<file path="config.mk">
export PLATFORM = sky130hd
export DESIGN_NAME = ram_port_arbiter
export DESIGN_NICKNAME = d
export VERILOG_FILES = /design/src/rtl/ram_arb_pkg.sv /design/src/rtl/ram_arb_rr.sv /design/src/rtl/ram_port_arbiter.sv
export SDC_FILE = /design/constraint.sdc
export NUM_CORES = 1
export LEC_CHECK = 0
export BUFFER_PORTS_ARGS = -buffer_cell sky130_fd_sc_hd__buf_4
export CAP_MARGIN = 20
export CORE_AREA = 3 3 137 139
export DETAILED_ROUTE_END_ITERATION = 8
export DIE_AREA = 0 0 140 142
export SKIP_LAST_GASP = 1
export SYNTH_ARGS = -nofsm -noshare
export SYNTH_HDL_FRONTEND = slang
export SYNTH_SLANG_ARGS = --single-unit
</file>
<file path="constraint.sdc">
create_clock -name clk_i -period 7.81 [get_ports clk_i]
set_clock_uncertainty 0.1 [all_clocks]
set_input_delay 2.343 -clock clk_i [delete_from_list [all_inputs] [get_ports clk_i]]
set_output_delay 2.343 -clock clk_i [all_outputs]
set_load 0.005 [all_outputs]
</file>
<file path="src/rtl/ram_arb_pkg.sv">
// Shared types and constants for the multi-host single-port RAM arbiter.
// Request/response payloads plus the fixed RAM read latency.
package ram_arb_pkg;

    localparam int unsigned DataW      = 32;
    localparam int unsigned AddrW      = 32;
    localparam int unsigned BeW        = 4;
    localparam int unsigned RamLatency = 1;

    typedef struct packed {
        logic             we;
        logic [BeW-1:0]   be;
        logic [AddrW-1:0] addr;
        logic [DataW-1:0] wdata;
    } ram_req_t;

    typedef struct packed {
        logic             rvalid;
        logic             err;
        logic [DataW-1:0] rdata;
    } ram_rsp_t;

    // Byte address is valid when it falls inside depth 32-bit words.
    function automatic logic addr_in_range(input logic [AddrW-1:0] addr,
                                           input int unsigned depth);
        return addr < AddrW'(depth * 4);
    endfunction

endpackage

</file>
<file path="src/rtl/ram_arb_rr.sv">
// Round-robin grant selection: combinational one-hot grant, priority pointer
// holds the host searched first and moves only when a grant is issued.
module ram_arb_rr #(
    parameter int unsigned NumHosts = 3,
    localparam int unsigned IdW     = $clog2(NumHosts)
) (
    input  logic                clk_i,
    input  logic                rst_i,
    input  logic [NumHosts-1:0] req_i,
    output logic [NumHosts-1:0] gnt_o,
    output logic [IdW-1:0]      gnt_id_o,
    output logic                gnt_valid_o
);

    logic [IdW-1:0] ptr_q, ptr_d;

    always_comb begin
        gnt_o       = '0;
        gnt_id_o    = '0;
        gnt_valid_o = 1'b0;
        ptr_d       = ptr_q;
        for (int unsigned i = 0; i < NumHosts; i++) begin
            logic [IdW:0]   cand;
            logic [IdW-1:0] idx;
            // One extra bit so ptr + i cannot overflow before the modulo wrap.
            cand = (IdW+1)'(ptr_q) + (IdW+1)'(i);
            if (cand >= (IdW+1)'(NumHosts)) begin
                cand = cand - (IdW+1)'(NumHosts);
            end
            idx = IdW'(cand);
            if (!gnt_valid_o && !rst_i && req_i[idx]) begin
                gnt_valid_o = 1'b1;
                gnt_id_o    = idx;
                gnt_o[idx]  = 1'b1;
            end
        end
        if (gnt_valid_o) begin
            ptr_d = (gnt_id_o == IdW'(NumHosts - 1)) ? '0 : gnt_id_o + IdW'(1);
        end
    end

    always_ff @(posedge clk_i or posedge rst_i) begin
        if (rst_i) begin
            ptr_q <= '0;
        end else begin
            ptr_q <= ptr_d;
        end
    end

endmodule

</file>
<file path="src/rtl/ram_port_arbiter.sv">
// Shares one 1-cycle-latency RAM port among NumHosts requesters; out-of-range
// accesses are granted but answered locally with an error response.
module ram_port_arbiter
    import ram_arb_pkg::*;
#(
    parameter int unsigned NumHosts = 3,
    parameter int unsigned Depth    = 128
) (
    input  logic                      clk_i,
    input  logic                      rst_i,
    input  logic [NumHosts-1:0]       host_req_i,
    input  logic [NumHosts-1:0]       host_we_i,
    input  logic [NumHosts*BeW-1:0]   host_be_i,
    input  logic [NumHosts*AddrW-1:0] host_addr_i,
    input  logic [NumHosts*DataW-1:0] host_wdata_i,
    output logic [NumHosts-1:0]       host_gnt_o,
    output logic [NumHosts-1:0]       host_rvalid_o,
    output logic [NumHosts-1:0]       host_err_o,
    output logic [DataW-1:0]          host_rdata_o,
    output logic                      ram_req_o,
    output logic                      ram_we_o,
    output logic [BeW-1:0]            ram_be_o,
    output logic [AddrW-1:0]          ram_addr_o,
    output logic [DataW-1:0]          ram_wdata_o,
    input  logic                      ram_rvalid_i,
    input  logic [DataW-1:0]          ram_rdata_i
);

    localparam int unsigned IdW = $clog2(NumHosts);

    logic [NumHosts-1:0] gnt_c;
    logic [IdW-1:0]      gnt_id_c;
    logic                gnt_valid_c;
    ram_req_t            sel_c;
    logic                oor_c;
    ram_rsp_t            rsp_c;

    logic           pend_q, pend_d;
    logic [IdW-1:0] id_q, id_d;
    logic           err_q, err_d;
    logic           we_q, we_d;

    ram_arb_rr #(.NumHosts(NumHosts)) u_rr (
        .clk_i      (clk_i),
        .rst_i      (rst_i),
        .req_i      (host_req_i),
        .gnt_o      (gnt_c),
        .gnt_id_o   (gnt_id_c),
        .gnt_valid_o(gnt_valid_c)
    );

    // Forward the granted host's request to the RAM port.
    always_comb begin
        sel_c = '0;
        for (int unsigned h = 0; h < NumHosts; h++) begin
            if (gnt_c[h]) begin
                sel_c.we    = host_we_i[h];
                sel_c.be    = host_be_i[h*BeW +: BeW];
                sel_c.addr  = host_addr_i[h*AddrW +: AddrW];
                sel_c.wdata = host_wdata_i[h*DataW +: DataW];
            end
        end
        oor_c       = gnt_valid_c && !addr_in_range(sel_c.addr, Depth);
        host_gnt_o  = gnt_c;
        ram_req_o   = gnt_valid_c && !oor_c;
        ram_we_o    = sel_c.we;
        ram_be_o    = sel_c.be;
        ram_addr_o  = sel_c.addr;
        ram_wdata_o = sel_c.wdata;
        pend_d      = gnt_valid_c;
        id_d        = gnt_id_c;
        err_d       = oor_c;
        we_d        = sel_c.we;
    end

    always_ff @(posedge clk_i or posedge rst_i) begin
        if (rst_i) begin
            pend_q <= 1'b0;
            id_q   <= '0;
            err_q  <= 1'b0;
            we_q   <= 1'b0;
        end else begin
            pend_q <= pend_d;
            id_q   <= id_d;
            err_q  <= err_d;
            we_q   <= we_d;
        end
    end

    // Response routed to the host granted RamLatency cycle(s) earlier.
    always_comb begin
        rsp_c.rvalid = pend_q;
        rsp_c.err    = pend_q && err_q;
        rsp_c.rdata  = (pend_q && !err_q && !we_q) ? ram_rdata_i : '0;
        host_rvalid_o       = '0;
        host_err_o          = '0;
        host_rvalid_o[id_q] = rsp_c.rvalid;
        host_err_o[id_q]    = rsp_c.err;
        host_rdata_o        = rsp_c.rdata;
    end

    assert property (@(posedge clk_i) disable iff (rst_i)
                     ram_rvalid_i == (pend_q && !err_q))
        else $error("ram_rvalid_i does not match in-range pending access");

endmodule

</file>
==> results of run 1 <==
flip-flops by register name, indices dropped and copies added, names as in the netlist:
name,cells
id_q,2
err_q,1
u_rr.ptr_q,2
pend_q,1
we_q,1
cell families (layout without fill, tap and decap cells):
kind of cell    after synthesis  count (layout)  synth area share (%)
flops                         7               7                  7.31
compound gates              122             122                  39.5
fa+ha+maj                     4               4                  2.09
mux                           8               8                  3.76
buf+inv                      50             388                  8.57
simple gates                199             199                  38.7
routing by layer:
metal / up-vias / GRT usage (%) / routed length (um)
li1: 2114 / - / -
met1: 1992 / 18.0 / 6280
met2: 258 / 26.0 / 7960
met5: - / 0 / 0
met3: 15 / 3.19 / 1580
met4: 0 / 3.16 / 333
metrics by stage:
step                      total power, W  cell area [um^2]  instances  hold WS [ns]  worst slack, ns
after global routing             0.00192              5410        957         0.493            0.106
after detailed placement         0.00169              5330        953         0.437            0.337
after global placement           0.00168              5320        952         0.428            0.337
after floorplan                 0.000845              2390        390         0.401             1.05
after CTS                        0.00178              5410        957         0.449            0.328
final                            0.00176              5410        957         0.446            0.317
cells in the final DEF, fill, tap and decap left out, types with 4 or more instances in the layout:
cell type and instances:
nor2b_1 5, o21ai_0 5, buf_4 370, inv_1 11
o211ai_1 17, ha_1 4, nor2_1 103, o21a_1 5
a31oi_1 14, a221oi_1 48, nand2_1 27, a21oi_1 13
nor4_1 5, dfrtp_1 7, and2_1 37
tightest hold or removal path: cells and delay by family, from the launching register on:
family           cells  cell delay, ns
AO/OA/AOI/OAI        1            0.06
flip-flops           1            0.38
AND/OR/NAND/NOR      1            0.06
power groups by stage:
stage | combinational (W) | clock [W] | sequential, W
4_1_cts | 0.00163 | 0.0000891 | 0.0000606
3_3_place_gp | 0.00162 | 0 | 0.0000606
3_5_place_dp | 0.00163 | 0 | 0.0000610
2_1_floorplan | 0.000788 | 0 | 0.0000574
6_report | 0.00161 | 0.0000874 | 0.0000604
5_1_grt | 0.00176 | 0.0000921 | 0.0000624
final cells by class:
cell class,instances,area (um^2)
clock buffers,4,78.8
fillers,1964,12400
inverters,13,48.8
multi-input cells,333,2030
flip-flops and latches,7,175
well taps,229,287
repair buffers,371,2790
worst max path at each step:
stage | start | to | slack (ns)
final | host_req_i[1] | ram_req_o | 0.32
after global routing | host_req_i[1] | ram_req_o | 0.11
after CTS | host_req_i[1] | ram_req_o | 0.33
after detailed placement | host_req_i[1] | ram_req_o | 0.34
after global placement | host_req_i[1] | ram_req_o | 0.34
after floorplan | host_req_i[0] | ram_req_o | 1.05
==> impl_metrics.py, run 1 <==
metrics = {
    "synth": {
        "netlist-cell-type-count": 48,
        "yosysTopAreaCell": "a221oi_1",
        "yosysWarnings": 0,
        "netlist_instances": 390,
        "synthArstFlopShare_pct": 100,
        "synth_area_leaders": "a221oi_1 (18%), nor2_1 (16%), and2_1 (9.9%)",
        "synth_most_common_cell": "nor2_1",
        "yosys-top-cells-count": "nor2_1 (103), a221oi_1 (48), and2_1 (38)",
        "syn-num-nets": 639,
        "synth_flop_cell": "dfrtp_1",
        "synth_edf_count": 0,
        "synth_top_area_share_pct": 17.6,
        "syn_area_um2": 2390,
        "synth_area_per_cell_um2": 6.14,
        "ys_seq_elements": 7,
        "synth_seq_area_share_pct": 7.31,
    },
    "cells_and_area": {
        "utilization_pct": 30.4,
        "diodes": 0,
        "areaGrowthSynthToFinish_pct": 126,
        "fin_nets": 978,
        "drive_gt1_share_pct": 53.7,
    },
    "grt": {
        "grt_max_degree": 34,
        "grtUsageTotal_pct": 14.5,
        "globalRouteOverflowTotal": 0,
        "antenna_found_initial": 1,
        "grt_first_pass_wirelength_mm": 23.5,
        "grt_pass1_vias": 4341,
    },
    "clock_network": {
        "cts-buffers-inserted": 3,
        "cts_tree": "yes",
        "htreeDepth": 1,
        "path_clk_slew_ns": 0.04,
        "insertion_delay_ns": 0.23,
        "postCtsSetupRepairBufs": 0,
        "cts_repair_resize_count": 0,
        "hold_buffers": 0,
        "cts_num_sinks": 7,
        "cts_buffer_depth": 2,
        "root_buffer": "clkbuf_16",
    },
    "die": {
        "die_w_um": 140,
        "start_util_pct": 13.5,
        "dieArea_um2": 19900,
        "pin_count": 356,
        "die_y_um": 142,
        "row_count": 49,
        "coreArea_um2": 17800,
    },
    "sta": {
        "finalCritPeriodShare_pct": 95.9,
        "slew_violations": 0,
        "setup_viol": 0,
        "worst_pin_slew_ns": 0.517,
        "fmax_mhz": 133,
        "hold_viol_final": 0,
        "setup_tns_ns": 0,
        "grt_setup_unrepaired": "no",
        "period_minus_slack_ns": 7.49,
        "max_slew_margin_pct": 65.4,
    },
    "critical_path": {
        "crit_cells": 11,
        "reg2reg_depth": 11,
        "r2r_end": "err_q",
        "end_kind": "output pin",
        "cpMaxStageDelayCell": "and2_2",
        "start_kind": "primary input",
        "path_cells": "buf_4 > mux2i_2 > o21ai_4 > mux2i_2 > and2_2 > inv_2 > a221o_1 > a2111oi_2 > nand4b_1 > nor4_1 > buf_4",
        "cp_slowest_stage_delay_ns": 0.43,
        "crit_fanout": 20,
        "worstPathArrival_ns": 5.05,
        "critPathKind": "primary input to output pin",
        "cpLargestDelayFamily": "compound AO/OA/AOI/OAI gates",
        "reg2reg_from": "u_rr.ptr_q[1]",
        "critPathBufInv": 3,
        "reg2reg_slack_ns": 4.21,
        "cp.required_ns": 5.37,
    },
    "placement": {
        "port-buffer-count": 354,
        "dp_hpwl_mm": 13.8,
        "place.gp.congestion": 0.807,
    },
    "detailed_routing": {
        "drt-total-wl_mm": 16.2,
        "drt_iter0_markers": 210,
        "vias_per_cell": 4.58,
        "drc": 0,
        "drt_pass1_iterations": 4,
        "ant_nets": 0,
        "vias": 4379,
        "wire_per_inst_um": 16.9,
    },
    "hold_path": {
        "min_path_type": "flop to flop",
        "hold_depth": 2,
        "min_from": "u_rr.ptr_q[0]",
        "hold_end": "u_rr.ptr_q[0]",
    },
    "job": {
        "maxCapViolCount": 0,
    },
    "status": {
        "status": "completed",
    },
    "power": {
        "p_seq_share_pct": 3.4,
        "netSwitchingPower_w": 0.000858,
        "power_frac_comb_pct": 91.6,
        "internal-power_w": 0.000903,
        "p_leak_nw": 2.78,
        "peakVddDrop_v": 0.000134,
        "pwr-share-clk_pct": 5.0,
        "swShare_pct": 48.7,
        "power.density_nw_per_um2": 326,
    },
}
(Power assumes the default switching activity.)
==> run 2: changes to the inputs <==
Settings changed: CORE_AREA 3 3 137 139 to 3 3 136 138, DIE_AREA 0 0 140 142 to 0 0 139 141.
Clock period 7.81 ns to 6.8 ns, I/O delays scaled along.
==> run 2 against run 1 <==
Against the previous run: critical path depth is the same; register-to-register slack got worse by 0.88 ns; clock power up 13%; total power is 17% higher; cell area is 2.5% higher; combinational power is 17% higher; hold slack lost 0.0063 ns; worst setup slack got worse by 0.13 ns; count of clock-buffer cells in the layout did not move; global-route usage up 0.27 points; critical path type unchanged; critical endpoint unchanged; highest routed layer unchanged.
==> impl_metrics.py, run 2 (synthesized netlist as in run 1, its figures left out) <==
metrics = {
    "power": {
        "peakVddDrop_v": 0.000166,
        "power.total_w": 0.00205,
        "power.density_nw_per_um2": 371,
        "p_leak_nw": 2.86,
    },
    "sta": {
        "slew_violations": 0,
        "hold_viol_final": 0,
        "fmax_mhz": 151,
        "whs_ns": 0.440,
        "setup_viol": 0,
        "period_minus_slack_ns": 6.61,
        "worst_pin_slew_ns": 0.558,
        "max_slew_margin_pct": 62.3,
        "finalCritPeriodShare_pct": 97.2,
    },
    "cells_and_area": {
        "fin_area_um2": 5540,
        "reg.largest.list": "id_q: 2 flops, u_rr.ptr_q: 2 flops",
        "areaGrowthSynthToFinish_pct": 132,
        "final_common_cell": "buf_4",
        "fin_nets": 990,
        "drive_gt1_share_pct": 54.7,
        "layout_common_cells": "buf_4 (380), nor2_1 (103), a221oi_1 (48), and2_1 (37), nand2_1 (27)",
        "utilization_pct": 32.1,
    },
    "critical_path": {
        "cpMaxStageDelayCell": "a2111oi_2",
        "start_kind": "primary input",
        "end_kind": "output pin",
        "reg2reg_depth": 12,
        "path_cells": "buf_4 > mux2i_2 > o21ai_4 > mux2i_2 > and2_2 > inv_2 > a221o_1 > a2111oi_2 > nand4b_1 > nor4_2 > buf_4",
        "crit_fanout": 7,
        "cp.required_ns": 4.66,
        "worstPathArrival_ns": 4.47,
        "cp_slowest_stage_delay_ns": 0.40,
        "critPathKind": "primary input to output pin",
    },
    "die": {
        "pin_count": 356,
        "coreArea_um2": 17300,
        "die_w_um": 139,
        "dieArea_um2": 19600,
        "row_count": 48,
        "start_util_pct": 13.8,
        "die_y_um": 141,
    },
    "clock_network": {
        "cts_buffer_depth": 2,
        "hold_buffers": 0,
        "cts_tree": "yes",
        "cts-buffers-inserted": 3,
        "cts_num_sinks": 7,
        "root_buffer": "clkbuf_16",
        "htreeDepth": 1,
        "insertion_delay_ns": 0.23,
        "path_clk_slew_ns": 0.03,
    },
    "grt": {
        "grt_pass1_vias": 4475,
        "grt_max_degree": 33,
        "antenna_found_initial": 1,
        "grtUsageTotal_pct": 14.8,
        "grt_first_pass_wirelength_mm": 23.8,
        "globalRouteOverflowTotal": 0,
    },
    "detailed_routing": {
        "wire_per_inst_um": 16.5,
        "ant_nets": 0,
        "vias": 4332,
        "drt-total-wl_mm": 16.0,
        "drt_pass1_iterations": 5,
        "drt_iter0_markers": 209,
        "drc": 0,
        "vias_per_cell": 4.48,
    },
    "status": {
        "status": "completed",
    },
    "job": {
        "maxCapViolCount": 0,
    },
    "placement": {
        "dp_hpwl_mm": 13.6,
        "place.gp.congestion": 0.802,
        "place_area_um2": 5430,
        "port-buffer-count": 354,
    },
    "hold_path": {
        "min_path_type": "flop to flop",
        "hold_depth": 2,
    },
}
==> run 2: final timing paths <==
path                                  to  slack, ns          start
min                        u_rr.ptr_q[0]       0.44  u_rr.ptr_q[0]
max reg2reg                        err_q       3.33  u_rr.ptr_q[1]
max                            ram_req_o       0.19  host_req_i[1]
min reg2reg                u_rr.ptr_q[0]       0.44  u_rr.ptr_q[0]
max in group asynchronous         pend_q       4.72          rst_i
min in group asynchronous  u_rr.ptr_q[1]       1.75          rst_i
==> run 2: layout make-up <==
type | count | area (um^2)
Antenna cell | 1 | 2.50
Clock buffer | 4 | 78.8
Fill cell | 1889 | 11800
Inverter | 13 | 48.8
Multi-Input combinational cell | 333 | 2050
Sequential cell | 7 | 175
Tap cell | 225 | 282
Timing Repair Buffer | 383 | 2900
==> run 2: metal layers <==
| layer | vias to the layer above | wire length (um) | share of wire (%) | global-route usage, % |
|---|---|---|---|---|
| li1 | 2140 | - | - | - |
| met1 | 1938 | 6080 | 38 | 17.6 |
| met2 | 246 | 8250 | 52 | 27.6 |
| met3 | 8 | 1390 | 8.7 | 3.05 |
| met4 | 0 | 250 | 1.6 | 3.09 |
| met5 | - | 0 | 0 | 0 |
==> run 2: stage by stage <==
stage	cells	setup WS [ns]	TNS, ns
final	966	0.191	0
after global routing	966	-0.0162	-0.0162
after CTS	964	0.0655	0
after detailed placement	960	0.0789	0
after global placement	960	0.0885	0
after floorplan	390	0.641	0
==> run 2: critical path: cells and delay by family <==
family | cells | cell delay [ns]
compound gates | 3 | 1.05
simple gates | 3 | 0.64
buf+inv | 3 | 0.37
mux | 2 | 0.37
==> run 2: power breakdown <==
group	switching [W]	internal, W
clock network	0.0000209	0.0000779
logic	0.000932	0.000955
registers	0.0000117	0.0000571
total	0.000965	0.00109
==> run 2: what timing repair did <==
item / CTS / global route
gates resized for setup: 0 / 4
buffers inserted: 0 / 1
endpoints found under the setup margin: 0 / 1
==> run 3: changes to the inputs <==
Settings changed: CAP_MARGIN 20 to 0, MAX_ROUTING_LAYER from default to met4.
==> run 3 against run 2 <==
Against the previous run: hold slack improved by 0.00071 ns; utilization did not move; count of clock-buffer cells in the layout unchanged; worst setup slack lost 0.025 ns; via count is essentially flat; maximum frequency is 0.38% lower; critical endpoint unchanged.
==> impl_metrics.py, run 3 (synthesized netlist as in run 1, its figures left out) <==
metrics = {
    "status": {
        "status": "completed",
    },
    "hold_path": {
        "min_path_type": "flop to flop",
        "min_from": "u_rr.ptr_q[0]",
        "hold_depth": 2,
        "hold_end": "u_rr.ptr_q[0]",
    },
    "power": {
        "pwr-share-clk_pct": 4.8,
        "netSwitchingPower_w": 0.000965,
        "internal-power_w": 0.00109,
        "p_seq_share_pct": 3.3,
        "peakVddDrop_v": 0.000167,
        "power.density_nw_per_um2": 371,
        "swShare_pct": 47.0,
        "power_frac_comb_pct": 91.9,
        "p_leak_nw": 2.86,
    },
    "critical_path": {
        "cp.required_ns": 4.66,
        "end_kind": "output pin",
        "worstPathArrival_ns": 4.49,
        "crit_fanout": 14,
        "r2r_end": "err_q",
        "reg2reg_depth": 12,
        "critPathKind": "primary input to output pin",
        "reg2reg_slack_ns": 3.29,
        "start_kind": "primary input",
        "reg2reg_from": "u_rr.ptr_q[1]",
    },
    "grt": {
        "grtUsageTotal_pct": 15.3,
        "grt_first_pass_wirelength_mm": 23.8,
        "globalRouteOverflowTotal": 0,
        "antenna_found_initial": 1,
        "grt_pass1_vias": 4477,
        "grt_max_degree": 33,
    },
    "die": {
        "die_y_um": 141,
        "dieArea_um2": 19600,
        "die_w_um": 139,
        "start_util_pct": 13.8,
        "coreArea_um2": 17300,
        "pin_count": 356,
        "row_count": 48,
    },
    "sta": {
        "hold_viol_final": 0,
        "finalCritPeriodShare_pct": 97.6,
        "setup_viol": 0,
        "setup_tns_ns": 0,
        "fmax_mhz": 151,
        "slew_violations": 0,
        "max_slew_margin_pct": 63.6,
        "period_minus_slack_ns": 6.63,
        "worst_pin_slew_ns": 0.539,
    },
    "clock_network": {
        "cts_buffer_depth": 2,
        "cts-buffers-inserted": 3,
        "cts_tree": "yes",
        "root_buffer": "clkbuf_16",
        "htreeDepth": 1,
        "insertion_delay_ns": 0.23,
        "path_clk_slew_ns": 0.03,
        "cts_num_sinks": 7,
    },
    "placement": {
        "port-buffer-count": 354,
        "dp_hpwl_mm": 13.6,
        "place.gp.congestion": 0.813,
        "place_area_um2": 5430,
    },
    "detailed_routing": {
        "drt_pass1_iterations": 4,
        "vias": 4330,
        "drt-total-wl_mm": 16.0,
        "ant_nets": 0,
        "drc": 0,
        "wire_per_inst_um": 16.5,
        "vias_per_cell": 4.48,
        "drt_iter0_markers": 214,
    },
    "cells_and_area": {
        "final_common_cell": "buf_4",
        "areaGrowthSynthToFinish_pct": 132,
        "drive_gt1_share_pct": 54.7,
        "fin_area_um2": 5540,
        "n_fill_cell": 1889,
        "layout_common_cells": "buf_4 (380), nor2_1 (103), a221oi_1 (48), and2_1 (37), nand2_1 (27)",
        "reg.largest.list": "id_q: 2 flops, u_rr.ptr_q: 2 flops",
        "fin_nets": 990,
        "utilization_pct": 32.1,
    },
    "job": {
        "maxCapViolCount": 0,
    },
}
==> run 3: cell counts in the layout (fill, tap and decap cells not counted) <==
Identical to the previous run, type by type.
==> run 3: area by class of cell <==
cell class | instances | area [um^2] | area share [%]
Timing Repair Buffer | 383 | 2900 | 52.4
Multi-Input combinational cell | 333 | 2050 | 37.0
Tap cell | 225 | 282 | 5.08
Sequential cell | 7 | 175 | 3.16
Clock buffer | 4 | 78.8 | 1.42
Inverter | 13 | 48.8 | 0.880
Antenna cell | 1 | 2.50 | 0.0451
==> run 3: layer usage <==
metal  global-route usage, %  vias to the layer above  wire, um
met5                       -                        -         0
met3                    2.31                        8      1230
met2                    27.5                      239      8250
met4                    3.09                        0       248
met1                    18.1                     1944      6240
li1                        -                     2139         -
==> run 3: worst max path at each step <==
stage / startpoint / to / slack [ns]
6_report: host_req_i[1] / ram_req_o / 0.17
5_1_grt: host_req_i[1] / ram_req_o / -0.02
4_1_cts: host_req_i[1] / ram_req_o / 0.07
3_5_place_dp: host_req_i[1] / ram_req_o / 0.08
3_3_place_gp: host_req_i[1] / ram_req_o / 0.09
2_1_floorplan: host_req_i[0] / ram_req_o / 0.64
==> run 3: critical path, cell delays in order <==
cell and delay [ns]:
buf_4 0.12, mux2i_2 0.09, o21ai_4 0.33, mux2i_4 0.32
inv_2 0.17, buf_4 0.21, nand2_1 0.07, a31oi_1 0.09
nor4_1 0.41, nand4_1 0.27, nor4_2 0.22, buf_4 0.15
==> run 3: per-stage QoR <==
step	worst slack, ns	total power [W]	instances	hold slack, ns
floorplan	0.641	0.000971	390	0.401
global placement	0.0885	0.00195	960	0.431
detailed placement	0.0789	0.00196	960	0.438
CTS	0.0655	0.00206	964	0.447
global route	-0.0155	0.00225	966	0.494
finish	0.166	0.00206	966	0.440
==> run 3: power by group through the flow <==
stage	Clock, W	Sequential [W]	Combinational, W
after global placement	0	0.0000689	0.00188
after detailed placement	0	0.0000691	0.00189
after CTS	0.000101	0.0000689	0.00189
after floorplan	0	0.0000660	0.000905
final	0.0000987	0.0000688	0.00189
after global routing	0.000103	0.0000715	0.00208
==> run 3: what timing repair did <==
item,CTS,global route
hold endpoints to repair,0,0
hold buffers,0,0
setup endpoints to repair,0,1
setup buffers,0,1
gates resized for setup,0,4
